## src/rtl/sign_ext_16.sv

```systemverilog
// Immediate extension unit: widens an instruction immediate to a datapath operand.
// Combinational result for same-cycle use plus a registered copy with valid.
`timescale 1ns/1ps
module sign_ext_16 #(
  parameter int IN_W  = 16,
  parameter int OUT_W = 32
) (
  input  logic             clk,
  input  logic             rst_n,
  input  logic [IN_W-1:0]  in,
  input  logic [1:0]       mode,
  input  logic             in_valid,
  output logic [OUT_W-1:0] out,
  output logic             is_neg,
  output logic [OUT_W-1:0] out_q,
  output logic             out_q_valid
);

  localparam int PAD_W = OUT_W - IN_W;

  logic             w_sign;
  logic [OUT_W-1:0] w_sext;
  logic [OUT_W-1:0] w_zext;
  logic [OUT_W-1:0] w_word;
  logic [OUT_W-1:0] w_upper;
  logic [OUT_W-1:0] w_out;

  logic [OUT_W-1:0] r_out_q;
  logic             r_out_q_valid;

  assign w_sign  = in[IN_W-1];
  assign w_sext  = {{PAD_W{w_sign}}, in};
  assign w_zext  = {{PAD_W{1'b0}}, in};
  // Bits shifted past the top are dropped; no overflow reporting.
  assign w_word  = w_sext << 2;
  assign w_upper = {in, {PAD_W{1'b0}}};

  always_comb begin
    w_out = w_sext;
    unique case (mode)
      2'b00: w_out = w_sext;
      2'b01: w_out = w_zext;
      2'b10: w_out = w_word;
      2'b11: w_out = w_upper;
    endcase
  end

  always_ff @(posedge clk or negedge rst_n) begin
    if (!rst_n) begin
      r_out_q       <= '0;
      r_out_q_valid <= 1'b0;
    end else begin
      r_out_q_valid <= in_valid;
      if (in_valid) begin
        r_out_q <= w_out;
      end
    end
  end

  assign out         = w_out;
  assign is_neg      = w_sign;
  assign out_q       = r_out_q;
  assign out_q_valid = r_out_q_valid;

endmodule

```

## config.mk

```make
export PLATFORM = sky130hd
export DESIGN_NAME = sign_ext_16
export DESIGN_NICKNAME = d
export VERILOG_FILES = /design/src/rtl/sign_ext_16.sv
export SDC_FILE = /design/constraint.sdc
export NUM_CORES = 1
export LEC_CHECK = 0
export CORE_ASPECT_RATIO = 0.8
export CORE_UTILIZATION = 43
export CTS_CLUSTER_SIZE = 40
export DETAILED_ROUTE_END_ITERATION = 10
export PLACE_DENSITY_LB_ADDON = 0.2
export SKIP_LAST_GASP = 1
export SYNTH_ARGS = -nofsm -noshare
export SYNTH_HDL_FRONTEND = slang
export SYNTH_SLANG_ARGS = --single-unit
```

## constraint.sdc

```tcl
create_clock -name clk -period 2.36 [get_ports clk]
set_clock_uncertainty 0.2 [all_clocks]
set_input_delay 0.236 -clock clk [delete_from_list [all_inputs] [get_ports clk]]
set_output_delay 0.236 -clock clk [all_outputs]
set_load 0.005 [all_outputs]
```

==> qor.yml <==
outcome: "complete, no violations"
synthCells: 193
htreeDepth: 2
cts_root_buf: "clkbuf_8"
fp-row-count: 20
synth_top_cell_by_area: "dfrtp_1"
gp_congestion: 0.7534
final_max_slew_viol_count: 0
ir_drop_mv: 0.3713
cts_resized: 0
drtIter0Drc: 143
pin_count: 87
wl_per_cell_um: 14.03
nets: 294
cts_tree: "done"
synth_area_um2: 1729
finalCriticalPeriod_ns: 2.252
worstSkewPairLatency_ns: 0.27
clockBufferDepth: 2
postRouteAntennaNets: 0
min_path_type: "in -> reg"
drc: 0
fin_ws_ns: 0.1076
grt_pass1_vias: 1467
regArea_um2: 825.8
cp_max_fo: 27
max_slew_margin: 0.4986
syn_area_per_cell_um2: 8.959
yosysTopAreaCellShare: 0.4776
clkSlewWorstSetupHoldPaths_ns: 0.07
initial_core_util: 0.4516
port_buffers: 86
grt-ovfl-total: 0
cts.sinks: 33
tightest_slew_ns: 0.7520
grt_max_degree: 49
die_h_um: 58.72
worstSetupStartpointType: "input pin"
fin_crit_sh: 0.9544
synthTopCellsByArea: "dfrtp_1, a31oi_1, nand2_1"
drv_cap: 0
dp.final_hpwl_um: 3212
yosysWarnings: 0
diodes: 0
die_area_um2: 4281
p_per_area_nw_per_um2: 598.1
fin_tns_setup_ns: 0
fmax_mhz: 444.0
die_x_um: 72.90
grt_util_all_layers: 0.2284
yosysSeqAreaShare: 0.4776
area_growth_pct: 57.60
setup_viol: 0
drive_above_1_share: 0.06204
rsz0062_at_grt: "false"
antenna_found_initial: 0
whs_ns: 0.1989
pre_cts_ws_ns: 0.1195
p_leak_nw: 1.181
firstDrtPassIters: 4
via_per_inst: 5.161
n_fill_cell: 319
synth_seq_cells: 33
cp-end-kind: "output port"
post-cts-setup-buffers: 0
grt_pass1_wl_um: 7286
vias: 1698
path_class: "in -> out"
crit_arrival_ns: 1.82
synth.distinct_cells: 20
totalWireLength_um: 4617
cts_buffers: 5
multiInputGateArea_um2: 765.7
hold_violations: 0
syn_nets: 214
hold_buffers: 1
core_um2: 3829
crit_required_ns: 1.92
final cells by class:
type / instances / area share
clock inverter: 1 / 0.01102
clock buffer: 7 / 0.03168
tap: 55 / 0.02525
timing repair buffer: 92 / 0.3480
multi-input combinational: 141 / 0.2810
sequential: 33 / 0.3030
worst paths after layout:
path | startpoint | endpoint | slack (ns) | cells after the start
worst max-delay path | mode[0] | out[24] | 0.11 | 5
worst min-delay path | in_valid | out_q[12] | 0.20 | 2
worst max register to register | out_q[31] | out_q[31] | 1.35 | 2
worst min register to register | out_q[16] | out_q[16] | 0.31 | 2
max in group asynchronous | rst_n | out_q[0] | 1.11 | 2
min in group asynchronous | rst_n | out_q[19] | 0.37 | 2
power breakdown:
| group | switching, mW | internal (mW) |
|---|---|---|
| Clock | 0.203 | 0.344 |
| Combinational | 0.168 | 0.260 |
| Sequential | 0.0315 | 0.623 |
| Total | 0.403 | 1.23 |
cell usage in the layout, fill, tap and decap left out:
master,synthesis,final
buf_2,7,2
o211ai_1,1,1
dlygate4sd3_1,0,1
nand2b_1,17,17
a31o_2,1,1
dfrtp_1,33,33
bufinv_16,0,1
nor2_1,28,28
clkdlybuf4s50_1,0,84
mux2i_1,2,2
buf_4,6,1
nor2b_1,3,3
nand3_1,14,14
nand3b_1,14,14
buf_12,0,4
mux2_2,2,2
clkbuf_8,0,6
nand2_1,29,29
nand4bb_1,1,1
a31oi_1,28,28
clkbuf_1,1,1
and2_1,1,1
per-stage QoR:
stage,power (mW),instance area [um^2],cells,utilization
final,1.630,2725,329,0.7118
after global routing,1.715,2725,329,0.7118
after CTS,1.643,2725,329,0.7118
after detailed placement,1.092,2599,320,0.6788
after global placement,1.087,2599,320,0.6788
after floorplan,0.8184,1729,193,-
kinds of logic after synthesis:
kind of cell / Yosys count / synth area share
AOI/OAI and AO/OA: 30 / 0.1107
DFF: 33 / 0.4776
buffers and inverters: 19 / 0.07958
muxes: 4 / 0.02460
and+or+nand+nor: 107 / 0.3075
layer usage:
metal | track usage | vias to the layer above | part of all wire
met5 | 0 | - | 0
li1 | - | 826 | -
met1 | 0.3410 | 785 | 0.48
met4 | 0.08683 | 0 | 0.011
met2 | 0.3191 | 81 | 0.44
met3 | 0.05479 | 6 | 0.072
worst max-delay path, cell delays in order:
cell             delay (ns)
clkdlybuf4s50_1        0.61
buf_12                 0.20
nand3_1                0.16
nand2_1                0.11
clkdlybuf4s50_1        0.49
flip-flops by register name, indices dropped and copies added (netlist names):
| name | flops |
|---|---|
| out_q_valid | 1 |
| out_q | 32 |
cell usage after synthesis (all sizes together):
cell type / instances
dfrtp: 33
nand2: 29
a31oi: 28
nor2: 28
buf: 17
nand2b: 17
nand3: 14
nand3b: 14
nor2b: 3
clkbuf: 2
mux2: 2
mux2i: 2
a31o: 1
and2: 1
nand4bb: 1
o211ai: 1
No activity file was read; power rests on OpenSTA's default activity.
